## src/rtl/mul_array_pipe_pkg.sv

```systemverilog
// Shared constants and helpers for the lane-parallel multiplier array.
package mul_array_pipe_pkg;

  // Default geometry of the conv datapath multiplier array.
  localparam int MAX_W_DEF = 3;
  localparam int LANES_DEF = 36;

  // op_bits is a fixed 3-bit field; zero is never a legal precision.
  localparam int                   OP_BITS_W    = 3;
  localparam logic [OP_BITS_W-1:0] OP_BITS_ZERO = '0;

  // Full-precision product width for a given operand width.
  function automatic int prod_width(input int max_w);
    return 2 * max_w;
  endfunction

  // Low bit index of lane `lane` in a packed vector of `width`-bit lanes.
  function automatic int lane_lo(input int lane, input int width);
    return lane * width;
  endfunction

endpackage

```

## src/rtl/mul_lane.sv

```systemverilog
// One multiplier lane: operand conditioning, registered operands (S1) and
// registered full-precision product (S2).
module mul_lane
  import mul_array_pipe_pkg::*;
#(
  parameter int MAX_W  = MAX_W_DEF,
  parameter int PROD_W = prod_width(MAX_W)
) (
  input  logic                 clk,
  input  logic                 reset,
  input  logic                 s1_load,    // input transfer this cycle
  input  logic                 s2_load,    // S1 contents move into S2 this cycle
  input  logic                 lane_en,
  input  logic                 sign_en,    // input-side signedness (already gated)
  input  logic                 s1_signed,  // signedness of the transaction held in S1
  input  logic [OP_BITS_W-1:0] eff_bits,
  input  logic [MAX_W-1:0]     op_a,
  input  logic [MAX_W-1:0]     op_b,
  output logic [PROD_W-1:0]    prod
);

  logic [MAX_W-1:0]  a_q, b_q;
  logic              en_q;
  logic [MAX_W-1:0]  a_cond, b_cond;
  logic [PROD_W-1:0] a_ext, b_ext, mult;
  logic [PROD_W-1:0] prod_q;

  // Keep the low eff_bits bits, then zero- or sign-extend from bit eff_bits-1.
  function automatic logic [MAX_W-1:0] condition(input logic [MAX_W-1:0]     op,
                                                 input logic [OP_BITS_W-1:0] bits,
                                                 input logic                 sgn);
    logic [MAX_W-1:0] res;
    logic             msb;
    // NOTE: every variable gets a default before any conditional write, so
    // combinational logic built from this never infers a latch.
    res = '0;
    msb = 1'b0;
    for (int i = 0; i < MAX_W; i++)
      if (i == int'(bits) - 1) msb = op[i];
    for (int i = 0; i < MAX_W; i++)
      res[i] = (i < int'(bits)) ? op[i] : (sgn & msb);
    return res;
  endfunction

  assign a_cond = condition(op_a, eff_bits, sign_en);
  assign b_cond = condition(op_b, eff_bits, sign_en);

  // S1 operand capture; a disabled lane keeps its old operands so nothing toggles.
  always_ff @(posedge clk) begin
    // NOTE: sequential state uses non-blocking assignments only. These data
    // registers are qualified by the pipeline valid bits and need no reset.
    if (s1_load) begin
      en_q <= lane_en;
      if (lane_en) begin
        a_q <= a_cond;
        b_q <= b_cond;
      end
    end
  end

  // Extend to product width; low PROD_W bits of the product are exact either way.
  assign a_ext = {{MAX_W{s1_signed & a_q[MAX_W-1]}}, a_q};
  assign b_ext = {{MAX_W{s1_signed & b_q[MAX_W-1]}}, b_q};
  assign mult  = a_ext * b_ext;

  // S2 product register; disabled lanes present zero.
  always_ff @(posedge clk) begin
    if (reset)        prod_q <= '0;
    else if (s2_load) prod_q <= en_q ? mult : '0;
  end

  assign prod = prod_q;

endmodule

```

## src/rtl/mul_array_pipe.sv

```systemverilog
// Two-stage elastic lane-parallel multiplier array with runtime precision,
// signedness and per-lane enable. Owns the valid/ready handshake.
module mul_array_pipe
  import mul_array_pipe_pkg::*;
#(
  parameter int LANES     = LANES_DEF,
  parameter int MAX_W     = MAX_W_DEF,
  parameter bit SIGNED_EN = 1'b1
) (
  input  logic                     clk,
  input  logic                     reset,
  input  logic                     in_valid,
  output logic                     in_ready,
  input  logic [OP_BITS_W-1:0]     op_bits,
  input  logic                     is_signed,
  input  logic [LANES-1:0]         lane_en,
  input  logic [LANES*MAX_W-1:0]   op_a,
  input  logic [LANES*MAX_W-1:0]   op_b,
  output logic                     out_valid,
  input  logic                     out_ready,
  output logic [LANES*2*MAX_W-1:0] prod,
  output logic [OP_BITS_W-1:0]     out_bits,
  output logic                     out_err
);

  localparam int PROD_W = prod_width(MAX_W);

  logic                 s1_valid_q, s1_err_q, s1_signed_q;
  logic [OP_BITS_W-1:0] s1_bits_q;
  logic                 out_valid_q, out_err_q;
  logic [OP_BITS_W-1:0] out_bits_q;

  logic                 s2_adv, s1_adv, in_fire, s2_load;
  logic                 bits_legal, sign_eff;
  logic [OP_BITS_W-1:0] eff_bits;

  // Stage advance chain; in_ready is combinational from out_ready.
  assign s2_adv   = !out_valid_q || out_ready;
  assign s1_adv   = !s1_valid_q || s2_adv;
  assign in_ready = s1_adv && !reset;
  assign in_fire  = in_valid && in_ready;
  assign s2_load  = s1_valid_q && s2_adv;

  // Illegal precision falls back to full width and flags the result.
  assign bits_legal = (op_bits != OP_BITS_ZERO) && (int'(op_bits) <= MAX_W);
  assign eff_bits   = bits_legal ? op_bits : OP_BITS_W'(MAX_W);
  assign sign_eff   = SIGNED_EN && is_signed;

  // S1 occupancy: refilled (or emptied) whenever the stage may advance.
  always_ff @(posedge clk) begin
    if (reset)       s1_valid_q <= 1'b0;
    else if (s1_adv) s1_valid_q <= in_fire;
  end

  // S1 transaction attributes, captured with the operands.
  always_ff @(posedge clk) begin
    if (in_fire) begin
      s1_bits_q   <= eff_bits;
      s1_err_q    <= !bits_legal;
      s1_signed_q <= sign_eff;
    end
  end

  // S2 occupancy and output attributes; held while stalled.
  always_ff @(posedge clk) begin
    if (reset) begin
      out_valid_q <= 1'b0;
      out_bits_q  <= '0;
      out_err_q   <= 1'b0;
    end else if (s2_adv) begin
      out_valid_q <= s1_valid_q;
      if (s1_valid_q) begin
        out_bits_q <= s1_bits_q;
        out_err_q  <= s1_err_q;
      end
    end
  end

  for (genvar i = 0; i < LANES; i++) begin : g_lane
    mul_lane #(
      .MAX_W (MAX_W),
      .PROD_W(PROD_W)
    ) u_lane (
      .clk      (clk),
      .reset    (reset),
      .s1_load  (in_fire),
      .s2_load  (s2_load),
      .lane_en  (lane_en[i]),
      .sign_en  (sign_eff),
      .s1_signed(s1_signed_q),
      .eff_bits (eff_bits),
      .op_a     (op_a[lane_lo(i, MAX_W) +: MAX_W]),
      .op_b     (op_b[lane_lo(i, MAX_W) +: MAX_W]),
      .prod     (prod[lane_lo(i, PROD_W) +: PROD_W])
    );
  end

  assign out_valid = out_valid_q;
  assign out_bits  = out_bits_q;
  assign out_err   = out_err_q;

endmodule

```

## config.mk

```make
export PLATFORM = sky130hd
export DESIGN_NAME = mul_array_pipe
export DESIGN_NICKNAME = d
export VERILOG_FILES = /design/src/rtl/mul_array_pipe_pkg.sv /design/src/rtl/mul_lane.sv /design/src/rtl/mul_array_pipe.sv
export SDC_FILE = /design/constraint.sdc
export NUM_CORES = 2
export LEC_CHECK = 0
export CAP_MARGIN = 20
export CORE_ASPECT_RATIO = 0.6
export CORE_UTILIZATION = 50
export CTS_BUF_LIST = sky130_fd_sc_hd__clkbuf_16
export DETAILED_ROUTE_END_ITERATION = 8
export GPL_TIMING_DRIVEN = 0
export PLACE_DENSITY = 0.82
export SLEW_MARGIN = 20
export SYNTH_ARGS = -nofsm -noshare
export SYNTH_HDL_FRONTEND = slang
export SYNTH_SLANG_ARGS = --single-unit
```

## constraint.sdc

```tcl
create_clock -name clk -period 5.42 [get_ports clk]
set_input_delay 0.542 -clock clk [delete_from_list [all_inputs] [get_ports clk]]
set_output_delay 0.542 -clock clk [all_outputs]
set_load 0.005 [all_outputs]
```

==> parameters.txt <==
Parameter                              Value

STA
  Unrepaired setup endpoints after global routing ... no
  F_max ... between 150 and 200 MHz
  Count of endpoints failing hold in the final timing report ... 0
  Fin Hold WS ... 0.450 ns
  Setup Viol. Count Final ... 0
  Worst max-slew margin expressed relative to the limit ... 0.237
  Actual transition at the worst max-transition pin ... 1.14 ns
  Fin. max-slew vios ... 0
  Share of the cycle needed by the critical path after routing ... 0.952
  Worst Clk Skew ... approximately 0.013 ns
  Final worst path period need ... a little over 5 ns

Worst setup path
  Reg2Reg Setup Slack ... approximately 0.26 ns
  Largest fanout on the critical path ... 19
  Depth of the worst register-to-register path ... 16
  Kind of critical path ... flip-flop to flip-flop
  Element type at the critical path start ... flip-flop
  FF-to-FF Start ... s1_signed_q
  Worst reg2reg path endpoint ... g_lane[16].u_lane.prod[5]
  Capturing element type of the critical path ... flip-flop
  WP data arrival ... approximately 5.7 ns
  Crit path required time ... 5.98 ns

Placed design
  Detailed placer's ending HPWL ... approximately 85 mm
  I/O Buffers ... 479
  Final weighted congestion of routability-driven global placement ... 0.969

Job
  Max Cap Viol ... 0

Routing
  Violation count after the first detailed-routing iteration ... between 2,000 and 3,000
  Number of antenna-violating nets in the routed design ... 0
  Final routed DRC violation total ... 0
  Per-cell via count in the routed design ... 5.92
  Iteration count of the initial detailed-routing pass ... 5
  Wire length after detailed routing ... between 100 and 150 mm
  Vias after detailed routing ... 27,481
  Average detailed-routed wire length per instance ... around 25 um

Die
  Core Box Area ... approximately 0.064 sq mm
  Std-Cell Rows ... between 70 and 80
  Boundary Pins ... 482
  Die width ... ~330 um
  Die ar. ... 0.0662 sq mm
  Starting utilization of the core area ... 0.506
  Vertical extent of the die ... approximately 200 um

Logic synthesis
  Share of flip-flops with an asynchronous set or reset ... 0
  Number of register bits inferred by synthesis ... roughly 480
  Number of enable flip-flop cells after synthesis ... about 260
  Cell type with the highest aggregate area in the netlist ... sky130_fd_sc_hd__edfxtp_1
  Cells after Synth ... between 3,000 and 4,000
  Dominant register cell in the synthesized netlist ... sky130_fd_sc_hd__edfxtp_1
  Yosys Warn Count ... 0
  Biggest area contributors in the synthesized netlist ... sky130_fd_sc_hd__edfxtp_1, sky130_fd_sc_hd__dfxtp_1, sky130_fd_sc_hd__fa_1, sky130_fd_sc_hd__ha_1, sky130_fd_sc_hd__nand2_1
  Share of synthesized area occupied by flip-flops and latches ... 0.373
  Post-synthesis cell type count ... 40
  Area share of the largest cell type after synthesis ... 0.237
  Synthesized area ... about 0.033 sq mm
  Avg Synthesized Cell Area ... approximately 10 sq um

Clocking
  Clock-pin slew on the worst setup and hold paths ... around 0.07 ns
  Clock tree buffer depth ... 3
  H-Tree Level Count ... 2
  Later-pin clock latency in the skew report ... roughly 0.62 ns
  TritonCTS clock tree ... done
  Resized cells post-CTS ... 12
  Number of post-CTS setup repair buffers ... 0
  Clk Tree Root Cell ... sky130_fd_sc_hd__clkbuf_16
  TritonCTS Buffers ... 49
  Total number of clock tree sinks ... roughly 480
  Hold_buf cts ... 0

GRT
  Global-route usage over all layers ... 0.342
  Pin count of the biggest net entering global routing ... 33
  Antenna violations before repair ... 22
  Remaining global-route overflow ... 0
  Wire length of the first global-routing pass ... ~170 mm
  Number of global-route vias before repair ... 26,924

Pwr
  Max rail drop VDD ... roughly 0.21 mV
  Share of total power consumed by net switching ... 0.291
  Power per cell area ... between 200 and 250 mW/mm^2
  Clock Power Share ... 0.372
  Logic gate share of total power ... 0.192
  Static power due to leakage ... roughly 15 nW
  Seq pwr share ... 0.436
  Net Sw Power ... 2.73 mW
  Internal Dissipation ... 6.66 mW

Layout
  Growth of design area from synthesis to finish ... 23.2%
  NumNets Final ... approximately 4,400
  Leading cell type in the layout, fill and taps excluded ... sky130_fd_sc_hd__clkdlybuf4s50_1
  Most frequent cells in the layout ... sky130_fd_sc_hd__clkdlybuf4s50_1, sky130_fd_sc_hd__nand2_1, sky130_fd_sc_hd__inv_1
  Final core utilization ... 0.623
  Fraction of layout instances using a drive strength above 1 ... 0.0698

Hold path
  Cell depth of the worst hold path ... 2
  Worst hold path endpoint ... g_lane[14].u_lane.prod[4]
  Hold Startpoint ... g_lane[14].u_lane.prod[4]
  Classification of the worst-slack hold path ... flip-flop to flip-flop

Run status
  Run status ... finished, final reports clean
[how the worst max path moves through the flow]
stage | start | endpoint | slack, ns | depth (start not counted)
floorplan | s1_signed_q | g_lane[1].u_lane.prod[5] | 1.00 | 17
global placement | s1_signed_q | g_lane[29].u_lane.prod[5] | -0.50 | 16
detailed placement | s1_signed_q | g_lane[16].u_lane.prod[5] | -0.53 | 16
CTS | s1_signed_q | g_lane[14].u_lane.prod[5] | 0.31 | 16
global route | s1_signed_q | g_lane[4].u_lane.prod[5] | 0.10 | 16
finish | s1_signed_q | g_lane[16].u_lane.prod[5] | 0.26 | 16
[flip-flops by register name, summed over array words and instances (netlist names)]
register	flops
g_lane.u_lane.a_q	108
g_lane.u_lane.b_q	108
g_lane.u_lane.en_q	36
g_lane.u_lane.prod	216
out_bits	3
out_err	1
out_valid	1
s1_bits_q	3
s1_err_q	1
s1_signed_q	1
s1_valid_q	1
[kinds of logic after synthesis]
logic type	Yosys count	synth area share
simple gates	996	0.169
flops	479	0.373
compound gates	657	0.126
fa+ha+maj	433	0.216
buf+inv	487	0.0609
xor+xnor	145	0.0542
other cells	2	0.000230
[final cells by class]
cell class	count	area (sq um)
clock buffers	53	1330
multi-input cells	2234	18500
repair buffers	480	4820
diodes	24	60.1
flip-flops and latches	479	12200
inverters	252	946
clock inverters	38	260
plain buffers	234	1050
well taps	851	1060
fillers	5202	24300
[critical path: stages, from the launching register on]
cell	delay (ns)
sky130_fd_sc_hd__edfxtp_1	0.34
sky130_fd_sc_hd__buf_6	0.20
sky130_fd_sc_hd__buf_6	0.32
sky130_fd_sc_hd__buf_4	0.36
sky130_fd_sc_hd__nand2_1	0.18
sky130_fd_sc_hd__or2_2	0.32
sky130_fd_sc_hd__fa_1	0.57
sky130_fd_sc_hd__fa_1	0.46
sky130_fd_sc_hd__fa_1	0.48
sky130_fd_sc_hd__inv_1	0.06
sky130_fd_sc_hd__ha_1	0.14
sky130_fd_sc_hd__inv_1	0.05
sky130_fd_sc_hd__fa_1	0.39
sky130_fd_sc_hd__xnor2_1	0.26
sky130_fd_sc_hd__xnor3_1	0.39
sky130_fd_sc_hd__xor2_1	0.35
sky130_fd_sc_hd__a32o_1	0.21
[layer usage]
| layer | track usage | routed length, um | vias up |
|---|---|---|---|
| met2 | 0.506 | 48400 | 1659 |
| met3 | 0.0936 | 13600 | 321 |
| met4 | 0.147 | 5140 | 8 |
| met1 | 0.473 | 47200 | 13413 |
| met5 | 0 | 54 | - |
| li1 | - | - | 12080 |
[power by group through the flow]
stage,logic [mW],registers (mW),clock network (mW)
floorplan,0.961,4.13,0
global placement,1.70,4.16,0
detailed placement,1.75,4.17,0
CTS,1.77,4.09,3.50
global route,1.95,4.11,3.64
finish,1.80,4.09,3.49
[cells in the mapped netlist, types with 44 or more instances]
| library cell | count |
|---|---|
| sky130_fd_sc_hd__o21ai_0 | 208 |
| sky130_fd_sc_hd__ha_1 | 217 |
| sky130_fd_sc_hd__o21ai_1 | 44 |
| sky130_fd_sc_hd__o22a_1 | 72 |
| sky130_fd_sc_hd__buf_2 | 73 |
| sky130_fd_sc_hd__o2bb2ai_1 | 72 |
| sky130_fd_sc_hd__nand3_1 | 149 |
| sky130_fd_sc_hd__inv_1 | 252 |
| sky130_fd_sc_hd__and2_1 | 186 |
| sky130_fd_sc_hd__or2_2 | 66 |
| sky130_fd_sc_hd__clkbuf_1 | 150 |
| sky130_fd_sc_hd__edfxtp_1 | 257 |
| sky130_fd_sc_hd__nand2_1 | 400 |
| sky130_fd_sc_hd__dfxtp_1 | 222 |
| sky130_fd_sc_hd__a21oi_1 | 186 |
| sky130_fd_sc_hd__xnor2_1 | 73 |
| sky130_fd_sc_hd__fa_1 | 216 |
[stage by stage]
stage               setup TNS [ns]  power [mW]  instances  cell area, sq um  setup WS [ns]
floorplan                        0        5.09       3200             32600           1.00
CTS                              0        9.36       4621             40100          0.308
detailed placement           -9.41        5.92       4531             38500         -0.525
finish                           0        9.38       4645             40100          0.258
global placement            -12.19        5.87       4530             38400         -0.498
global route                     0        9.70       4632             40100          0.103
(Power assumes the default switching activity.)
